File: src/rtl/m_col_seq.sv
// Column phase sequencer: reset, write, settle, precharge and read pulses for NUM_COLS memristor columns.
// Latency: the first phase starts one cycle after an accepted start; each phase lasts its parameter in cycles.
// Handshake: start is taken only in IDLE (busy=0); abort returns to IDLE on the next edge; there is no other backpressure.
//
// Ports:
//   clk, rst                 rising-edge clock, asynchronous active-high reset
//   start, abort             begin a sequence (IDLE only) / force return to IDLE
//   mode, n_reads            sequence selection and read count, latched on start
//   wr_mask, rd_mask         per-column enables, latched on start
//   rst_ctrl                 memristor reset drive
//   write_ctrl, read_ctrl    per-column write and read drives
//   gnd_ctrl                 column ground clamp
//   pre_charge_ctrl          precharge drive, active low
//   busy, done               sequence in progress / one-cycle completion pulse
//   rd_sample, read_idx      last-cycle-of-read strobe / current or last read index
module m_col_seq #(
   parameter int NUM_COLS = 2,
   parameter int CNT_W    = 8,
   parameter int RST_CYC  = 25,
   parameter int GAP_CYC  = 1,
   parameter int WR_CYC   = 10,
   parameter int PRE_CYC  = 1,
   parameter int RD_CYC   = 15,
   parameter int RGAP_CYC = 14,
   parameter int RD_W     = 3
) (
   input  logic                clk,
   input  logic                rst,
   input  logic                start,
   input  logic                abort,
   input  logic [1:0]          mode,
   input  logic [RD_W-1:0]     n_reads,
   input  logic [NUM_COLS-1:0] wr_mask,
   input  logic [NUM_COLS-1:0] rd_mask,
   output logic                rst_ctrl,
   output logic [NUM_COLS-1:0] write_ctrl,
   output logic [NUM_COLS-1:0] read_ctrl,
   output logic                gnd_ctrl,
   output logic                pre_charge_ctrl,
   output logic                busy,
   output logic                done,
   output logic                rd_sample,
   output logic [RD_W-1:0]     read_idx
);

   typedef enum logic [3:0] {
      S_IDLE, S_RESET, S_GAP1, S_WRITE, S_GAP2, S_PRE, S_READ, S_RGAP, S_DONE
   } state_t;

   state_t              state, state_n;
   logic [CNT_W-1:0]    cnt, cnt_n;
   logic [RD_W-1:0]     idx_n;
   logic                accept;
   logic                expired;
   logic                more_reads;

   // Values captured at start so a sequence is immune to input changes mid-run.
   logic [1:0]          mode_q;
   logic [RD_W-1:0]     n_reads_q;
   logic [NUM_COLS-1:0] wr_mask_q;
   logic [NUM_COLS-1:0] rd_mask_q;

   // Counter preload on entering a state: DUR-1, so the state spans DUR cycles.
   // Untimed states (IDLE, DONE) preload 0.
   function automatic logic [CNT_W-1:0] load_val(input state_t s);
      case (s)
         S_RESET:         return CNT_W'(RST_CYC - 1);
         S_GAP1, S_GAP2:  return CNT_W'(GAP_CYC - 1);
         S_WRITE:         return CNT_W'(WR_CYC - 1);
         S_PRE:           return CNT_W'(PRE_CYC - 1);
         S_READ:          return CNT_W'(RD_CYC - 1);
         S_RGAP:          return CNT_W'(RGAP_CYC - 1);
         default:         return '0;
      endcase
   endfunction

   assign expired = (cnt == '0);

   // One extra bit so n_reads_q-1 never underflows; equivalent to read_idx < n_reads-1.
   assign more_reads = (({1'b0, read_idx} + (RD_W+1)'(1)) < {1'b0, n_reads_q});

   always_ff @(posedge clk or posedge rst) begin
      if (rst) begin
         state     <= S_IDLE;
         cnt       <= '0;
         read_idx  <= '0;
         mode_q    <= '0;
         n_reads_q <= '0;
         wr_mask_q <= '0;
         rd_mask_q <= '0;
      end else begin
         state    <= state_n;
         cnt      <= cnt_n;
         read_idx <= idx_n;
         if (accept) begin
            mode_q    <= mode;
            n_reads_q <= n_reads;
            wr_mask_q <= wr_mask;
            rd_mask_q <= rd_mask;
         end
      end
   end

   always_comb begin
      state_n = state;
      cnt_n   = cnt;
      idx_n   = read_idx;
      accept  = 1'b0;

      case (state)
         S_IDLE: begin
            if (start && !abort) begin
               accept = 1'b1;
               idx_n  = '0;
               case (mode)
                  2'b01:   state_n = S_WRITE;
                  2'b10:   state_n = (n_reads == '0) ? S_DONE : S_PRE;
                  default: state_n = S_RESET;
               endcase
            end
         end
         S_RESET: if (expired) state_n = S_GAP1;
         // GAP1 is only reached in modes 00 and 11.
         S_GAP1:  if (expired) state_n = (mode_q == 2'b11) ? S_DONE : S_WRITE;
         S_WRITE: if (expired) state_n = S_GAP2;
         S_GAP2:  if (expired) state_n = (n_reads_q != '0) ? S_PRE : S_DONE;
         S_PRE:   if (expired) state_n = S_READ;
         S_READ:  if (expired) state_n = more_reads ? S_RGAP : S_DONE;
         S_RGAP: begin
            if (expired) begin
               state_n = S_PRE;
               idx_n   = read_idx + RD_W'(1);
            end
         end
         S_DONE:  state_n = S_IDLE;
         default: state_n = S_IDLE;
      endcase

      // Abort overrides everything, including a simultaneous start in IDLE.
      if (abort) begin
         state_n = S_IDLE;
         idx_n   = read_idx;
      end

      if (state_n != state) begin
         cnt_n = load_val(state_n);
      end else if (!expired) begin
         cnt_n = cnt - CNT_W'(1);
      end
   end

   // Moore decode from the registered state and latched masks.
   always_comb begin
      rst_ctrl        = 1'b0;
      write_ctrl      = '0;
      read_ctrl       = '0;
      gnd_ctrl        = 1'b0;
      pre_charge_ctrl = 1'b1;
      busy            = 1'b1;
      done            = 1'b0;
      rd_sample       = 1'b0;

      case (state)
         S_IDLE: begin
            gnd_ctrl = 1'b1;
            busy     = 1'b0;
         end
         S_RESET: begin
            rst_ctrl = 1'b1;
            gnd_ctrl = 1'b1;
         end
         S_GAP1, S_GAP2: gnd_ctrl = 1'b1;
         S_WRITE: begin
            write_ctrl = wr_mask_q;
            gnd_ctrl   = 1'b1;
         end
         S_PRE:  pre_charge_ctrl = 1'b0;
         S_READ: begin
            read_ctrl = rd_mask_q;
            rd_sample = expired;
         end
         S_RGAP: ;
         S_DONE: done = 1'b1;
         default: begin
            gnd_ctrl = 1'b1;
            busy     = 1'b0;
         end
      endcase
   end

endmodule

File: config.mk
export PLATFORM = sky130hd
export DESIGN_NAME = m_col_seq
export DESIGN_NICKNAME = d
export VERILOG_FILES = /design/src/rtl/m_col_seq.sv
export SDC_FILE = /design/constraint.sdc
export NUM_CORES = 1
export LEC_CHECK = 0
export ABC_AREA = 1
export CORE_MARGIN = 2
export CORE_UTILIZATION = 54
export CTS_CLUSTER_SIZE = 14
export DETAILED_ROUTE_END_ITERATION = 6
export GPL_TIMING_DRIVEN = 0
export PLACE_DENSITY = 0.83
export SYNTH_ARGS = -nofsm -noshare
export SYNTH_HDL_FRONTEND = slang
export SYNTH_SLANG_ARGS = --single-unit
File: constraint.sdc
create_clock -name clk -period 3.15 [get_ports clk]
set_input_delay 0.4725 -clock clk [delete_from_list [all_inputs] [get_ports clk]]
set_output_delay 0.4725 -clock clk [all_outputs]
set_load 0.05 [all_outputs]
=== Yosys cells after proc, flatten, opt, wreduce, memory -nomap -nowiden ===
Cells that the tools add are included.

* Add/subtract/negate cells: 3
* $lt $le $gt $ge: 1
* Equality and inequality tests: 19
* Muxes and demuxes: 31
* Bitwise gates (word level): 1
* Reduce and logical (&&, ||, !) cells: 10

{| class="wikitable"
|+ Operators with widths
! kind !! number
|-
| two-way mux 4 bit || 13
|-
| case mux 4 bit (8 select lines) || 1
|-
| == test 4 x 3 -> 1 bit (second input constant) || 6
|-
| case mux 5 bit (4 select lines) || 1
|-
| two-way mux 8 bit || 2
|-
| == test 4 x 2 -> 1 bit (second input constant) || 3
|-
| == test 4 x 1 -> 1 bit (second input constant) || 2
|-
| logical NOT 8 bit || 1
|-
| two-way mux 1 bit || 8
|-
| case mux 4 bit (2 select lines) || 1
|-
| OR reduction 8 bit || 1
|-
| subtractor 8 x 1 -> 8 bit (second input constant) || 1
|-
| two-way mux 3 bit || 2
|-
| case mux 3 bit (2 select lines) || 1
|-
| adder 3 x 1 -> 4 bit (second input constant) || 1
|-
| == test 2 bit (second input constant) || 2
|-
| == test 4 bit (second input constant) || 1
|-
| logical NOT 4 bit || 1
|-
| < comparator 4 x 3 -> 1 bit || 1
|-
| two-way mux 2 bit || 2
|-
| inequality test 2 bit (second input constant) || 2
|-
| inequality test 4 bit || 1
|-
| AND reduction 4 bit || 1
|-
| OR reduction 4 bit || 1
|-
| other kinds (9) || 9
|}

* Flip-flop bits (word level): 24
* Input bits: 13
* Output and inout port bits: 13
* Logic and storage cells: 72

=== Logic depth before layout (Yosys ltp) ===
* Depth in word-level cells: 9
* Depth in mapped cells: 20
* Depth with buffers taken out: 20

=== Worst setup path before layout ===
No wires, ideal clock.

* Kind: flip-flop to flip-flop
* Start: register read_idx[0]
* End: register cnt[3]
* Setup time: 121 ps
* Arrival: 2398 ps
* Required time: 3029 ps
* Slack: 631 ps
* Stages on the path, launching flop included: 18
* Buffers on the path: 0
* Period minus slack after synthesis: 2519 ps
* Cell sequence: dfrtp_1 > ha_1 > xnor2_1 > inv_1 > ha_1 > o21bai_1 > inv_1 > nand2_1 > nand2_1 > nand2_1 > nor2_4 > nor2_4 > nor2_2 > nand3_4 > nor2_4 > nand2_4 > o21ai_0 > nand2_1

* Word-level cells in the longest chain between the ends: 9
* Elaborated cells between the ends (all ways): 14
* Those cells by class: add/sub: 1; order compare: 1; eq/ne: 6; mux: 6

{| class="wikitable"
|+ Ends and longest elaborated chain
! what !! RTL line !! source
|-
| start, declared || 43 || <nowiki>output logic [RD_W-1:0] read_idx</nowiki>
|-
| start signal, assigned || 94 || <nowiki>read_idx <= idx_n;</nowiki>
|-
| adder 3 x 1 -> 4 bit * || 80 || <nowiki>assign more_reads = (({1'b0, read_idx} + (RD_W+1)'(1)) < {1'b0, n_reads_q});</nowiki>
|-
| < comparator 4 x 3 -> 1 bit * || 80 ||
|-
| two-way mux 4 bit * (2 in a row) || 128 || <nowiki>S_READ: if (expired) state_n = more_reads ? S_RGAP : S_DONE;</nowiki>
|-
| case mux 4 bit (8 select lines) * || 110 || <nowiki>case (state)</nowiki>
|-
| two-way mux 4 bit * || 140 || <nowiki>if (abort) begin</nowiki>
|-
| via state_n[3] || 50 || <nowiki>state_t state, state_n;</nowiki>
|-
| == test 4 x 3 -> 1 bit, or another cell as far along || 66 || <nowiki>case (s)</nowiki>
|-
| case mux 5 bit (4 select lines) || 66 ||
|-
| two-way mux 8 bit || 145 || <nowiki>if (state_n != state) begin</nowiki>
|-
| end signal, assigned || 93 || <nowiki>cnt <= cnt_n;</nowiki>
|-
| end, declared || 51 || <nowiki>logic [CNT_W-1:0] cnt, cnt_n;</nowiki>
|}

Mark *: on every way through the listed nets, which the timed path passes. The rest lies on a longest branch.
A chain may end at the register's enable or synchronous reset.

=== Worst setup path in the final report ===
* Start: register cnt[0]
* End: output port rd_sample

* Word-level cells in the longest chain between the ends: 2

{| class="wikitable"
|+ Ends and longest elaborated chain
! what !! RTL line !! source
|-
| logical NOT 8 bit || 77 || <nowiki>assign expired = (cnt == '0);</nowiki>
|-
| two-way mux 1 bit || 163 || <nowiki>case (state)</nowiki>
|-
| end, declared || 42 || <nowiki>output logic rd_sample,</nowiki>
|}

No other way between the ends.

==> key figures <==
Global route
  • Wire length of the first global-routing pass: 6.320 mm
  • Largest net degree at the start of global routing: 25
  • Global Route Usage Sum: 0.2270
  • Overall overflow remaining after global route: 0
  • Vias in the first global route: 1498
  • Initial antenna violation count: 0

Floorplanning
  • Area enclosed by the die boundary: 3700 µm²
  • Floorplan Core Area: 3053 µm²
  • I/O pins: 26
  • Starting Density: 0.5713
  • Num rows: 20
  • Vert. Die Dim: 60.83 µm
  • Horizontal die dimension: 60.83 µm

Worst setup path
  • Launch point of the critical path: cnt[0]$_DFFE_PP0P_
  • Terminus of the critical flop-to-flop path: cnt[3]$_DFFE_PP0P_
  • Worst setup path category: register to primary output
  • Critical Path Sink Type: primary output
  • Critical path data required time: 2.68 ns
  • Arr. time, crit path: 2.47 ns
  • Sort of element at the start of the critical path: register
  • Flop-to-flop setup slack: 0.56 ns
  • Max Fanout on Critical Path: 4
  • Crit Reg-Reg Startpoint: read_idx[0]$_DFFE_PP0P_
  • Length in cells of the worst reg-to-reg path: 17

Power and ir drop
  • IR Drop Worst-Case VDD: 0.0003678 V
  • Share of power burned in the clock network: 0.128
  • Total power consumption of the routed design: 1.319 mW
  • Int Power: 0.7191 mW
  • Net switching component of the power: 0.5998 mW
  • P per Cell Area: 632.3 nW/µm²
  • Switching part of the total power: 0.4548
  • Sequential cell fraction of total power: 0.352
  • Part of the power in combinational logic: 0.519
  • P_leak: 1.083 nW

Clock tree
  • TritonCTS Sinks: 24
  • Clock tree buffer depth: 2
  • Post-CTS Hold Buffers: 0
  • CTS tree: yes
  • Skew-Pair Late Insertion Delay: 0.33 ns
  • Cell at the root of the clock tree: sky130_fd_sc_hd__clkbuf_4
  • Number of CTS-inserted buffers: 3
  • Setup Buffers After CTS: 0
  • Clock-pin slew on the worst setup and hold paths: 0.14 ns
  • Level count of the clock H-tree: 1
  • Post_cts resized: 0

STA
  • Post-route fraction of the period consumed by the critical path: 0.9346
  • Maximum clock frequency: 0.3397 GHz
  • Worst Skew: 0.01172 ns
  • Shortest clock period the worst path allows after layout: 2.944 ns
  • Final hold violation count: 0
  • Worst-case setup margin in the final layout: 0.2060 ns
  • Worst relative slew slack: 0.3920
  • Setup repair after global routing missed its margin: false
  • Pins over their slew limit: 0
  • Worst slew pin tran: 0.9110 ns
  • Setup_tns: 0 ns
  • Final setup vio count: 0

Synthesis
  • Synthesis-stage register bit count: 24
  • Syn_area_per_cell: 7.237 µm²
  • Number of warnings reported in the yosys synthesis log: 0
  • Top cell type's share of synthesized area: 0.3443
  • Combined area of all synthesized cells: 1744 µm²
  • Ranking of synthesized cells by area: sky130_fd_sc_hd__dfrtp_1 34%, sky130_fd_sc_hd__nand2_1 13%, sky130_fd_sc_hd__inv_1 6.5%
  • Yosys top cell by area: sky130_fd_sc_hd__dfrtp_1
  • Post-synthesis cell count: 241
  • Distinct cell type count of the synthesized netlist: 29
  • Sequential fraction of the synthesis area: 0.3443
  • Net count after synthesis: 261

Outcome
  • Run status: finished, final reports clean

Placed design
  • Input/output buffers: 25
  • Detail Placement HPWL: 2.879 mm
  • Final weighted congestion in routability-driven placement: 0.8398
  • Placed insts: 310
  • Worst slack at placement: 0.2895 ns

Cells and area
  • Layout cell share with drive strength beyond 1: 0.1556
  • # nets final: 291
  • Count of placed standard cells in the final layout, fillers left out: 314
  • Final cell utilization of the core: 0.6832
  • Area Overhead vs Synth: 19.58%
  • Sequential cell area: 600.6 µm²
  • Total area of multi-input combinational cells: 980.9 µm²
  • Number of antenna repair diodes: 0
  • Number of inserted filler cells in the final layout: 296

Worst hold path
  • Class of the tightest hold or removal check: register to register
  • Hold path endpoint: mode_q[1]$_DFFE_PP0P_
  • Worst Hold Launch: mode_q[1]$_DFFE_PP0P_
  • Count of cells along the worst hold path: 2

Routing
  • Number of remaining DRC errors: 0
  • Overall routed net length: 3.704 mm
  • Router iterations before antenna repair: 4
  • Vias: 1614
  • Drt via density: 5.140
  • Avg WL per Cell: 11.80 µm
  • First-iteration detailed-routing DRC count: 58
  • Final ANT Viol Nets: 0

Job
  • Max-cap viol count: 0
-- kinds of logic (layout without fill, tap and decap cells) --
kind of cell	after synthesis	in the layout	share of synthesized area
multiplexers	1	1	0.005739
adder cells (fa/ha/maj)	7	7	0.05021
AO/OA/AOI/OAI	25	25	0.07533
buffers and inverters	41	70	0.09325
AND/OR/NAND/NOR	136	136	0.3960
flip-flops	24	24	0.3443
XOR/XNOR	7	7	0.03515
-- per-layer routing --
| metal | global-route usage | up-vias | routed length, µm |
|---|---|---|---|
| li1 | - | 811 | - |
| met4 | 0.1025 | 0 | 59 |
| met5 | 0 | - | 0 |
| met1 | 0.2867 | 747 | 1742 |
| met3 | 0.02559 | 9 | 146 |
| met2 | 0.3886 | 47 | 1755 |
-- cell usage in the layout (no fill, tap or decap) --
master,netlist,final
sky130_fd_sc_hd__ha_1,7,7
sky130_fd_sc_hd__mux2i_1,1,1
sky130_fd_sc_hd__nor2_4,5,5
sky130_fd_sc_hd__a21oi_1,8,8
sky130_fd_sc_hd__and2_1,1,1
sky130_fd_sc_hd__nand2_2,7,7
sky130_fd_sc_hd__nand4_1,2,2
sky130_fd_sc_hd__nor2_1,23,23
sky130_fd_sc_hd__buf_6,1,1
sky130_fd_sc_hd__o211ai_1,1,1
sky130_fd_sc_hd__o21bai_1,1,1
sky130_fd_sc_hd__buf_2,1,1
sky130_fd_sc_hd__nand2_1,60,60
sky130_fd_sc_hd__nand3_1,17,17
sky130_fd_sc_hd__inv_2,9,9
sky130_fd_sc_hd__nor3_1,6,6
sky130_fd_sc_hd__nand3_4,1,1
sky130_fd_sc_hd__or2_2,1,1
sky130_fd_sc_hd__nor2_2,6,6
sky130_fd_sc_hd__xor2_1,4,4
sky130_fd_sc_hd__o21ai_1,2,2
sky130_fd_sc_hd__clkbuf_8,0,1
sky130_fd_sc_hd__o21ai_0,12,12
sky130_fd_sc_hd__clkdlybuf4s50_1,0,25
sky130_fd_sc_hd__o22ai_1,1,1
sky130_fd_sc_hd__dfrtp_1,24,24
sky130_fd_sc_hd__nand3_2,3,3
sky130_fd_sc_hd__xnor2_1,3,3
sky130_fd_sc_hd__nor2_8,1,1
sky130_fd_sc_hd__nand2_4,3,3
sky130_fd_sc_hd__clkbuf_4,0,3
sky130_fd_sc_hd__inv_1,30,30
-- through the flow --
step | cell area (µm²) | hold WS (ns)
floorplan | 1744 | 0.4529
global placement | 2049 | 0.4718
detailed placement | 2049 | 0.4771
CTS | 2086 | 0.5097
global route | 2086 | 0.5261
finish | 2086 | 0.5019
-- synthesized netlist by cell type --
master,count
sky130_fd_sc_hd__nand4_1,2
sky130_fd_sc_hd__inv_1,30
sky130_fd_sc_hd__o211ai_1,1
sky130_fd_sc_hd__nand2_2,7
sky130_fd_sc_hd__or2_2,1
sky130_fd_sc_hd__nand3_1,17
sky130_fd_sc_hd__a21oi_1,8
sky130_fd_sc_hd__nand2_1,60
sky130_fd_sc_hd__nand3_2,3
sky130_fd_sc_hd__o21ai_1,2
sky130_fd_sc_hd__mux2i_1,1
sky130_fd_sc_hd__nand3_4,1
sky130_fd_sc_hd__nor3_1,6
sky130_fd_sc_hd__buf_2,1
sky130_fd_sc_hd__xor2_1,4
sky130_fd_sc_hd__inv_2,9
sky130_fd_sc_hd__nor2_8,1
sky130_fd_sc_hd__ha_1,7
sky130_fd_sc_hd__dfrtp_1,24
sky130_fd_sc_hd__nor2_2,6
sky130_fd_sc_hd__o22ai_1,1
sky130_fd_sc_hd__xnor2_1,3
sky130_fd_sc_hd__buf_6,1
sky130_fd_sc_hd__nand2_4,3
sky130_fd_sc_hd__o21ai_0,12
sky130_fd_sc_hd__nor2_4,5
sky130_fd_sc_hd__and2_1,1
sky130_fd_sc_hd__nor2_1,23
sky130_fd_sc_hd__o21bai_1,1
-- flip-flops by register name (all words and copies together), names as in the netlist --
name	count
state	4
rd_mask_q	2
n_reads_q	3
mode_q	2
read_idx	3
cnt	8
wr_mask_q	2
-- final cells by class --
type	count	area share
timing repair buffer	25	0.1200
inverter	39	0.07019
tap	44	0.02639
multi-input combinational	176	0.4703
sequential	24	0.2879
clock buffer	4	0.01740
buffer	2	0.007798
-- worst max-delay path: stages, from the launching register on --
cell,delay [ns]
sky130_fd_sc_hd__dfrtp_1,0.42
sky130_fd_sc_hd__inv_1,0.08
sky130_fd_sc_hd__ha_1,0.22
sky130_fd_sc_hd__nand2_1,0.10
sky130_fd_sc_hd__nor2_1,0.17
sky130_fd_sc_hd__nand2_1,0.16
sky130_fd_sc_hd__nor2_1,0.16
sky130_fd_sc_hd__clkdlybuf4s50_1,0.84
-- power by group through the flow --
| stage | sequential, mW | combinational [mW] | clock, mW |
|---|---|---|---|
| after floorplan | 0.456 | 0.541 | 0 |
| after global placement | 0.467 | 0.659 | 0 |
| after detailed placement | 0.470 | 0.677 | 0 |
| after CTS | 0.463 | 0.685 | 0.170 |
| after global routing | 0.474 | 0.769 | 0.179 |
| final | 0.465 | 0.685 | 0.169 |
-- worst max-delay path by stage --
stage	end	slack, ns	cells after the start
detailed placement	cnt[3]$_DFFE_PP0P_	0.29	14
global placement	cnt[3]$_DFFE_PP0P_	0.35	14
CTS	rd_sample	0.23	7
global route	rd_sample	0.06	7
finish	rd_sample	0.21	7
floorplan	cnt[3]$_DFFE_PP0P_	0.63	17
No activity file was read; power rests on OpenSTA's default activity.
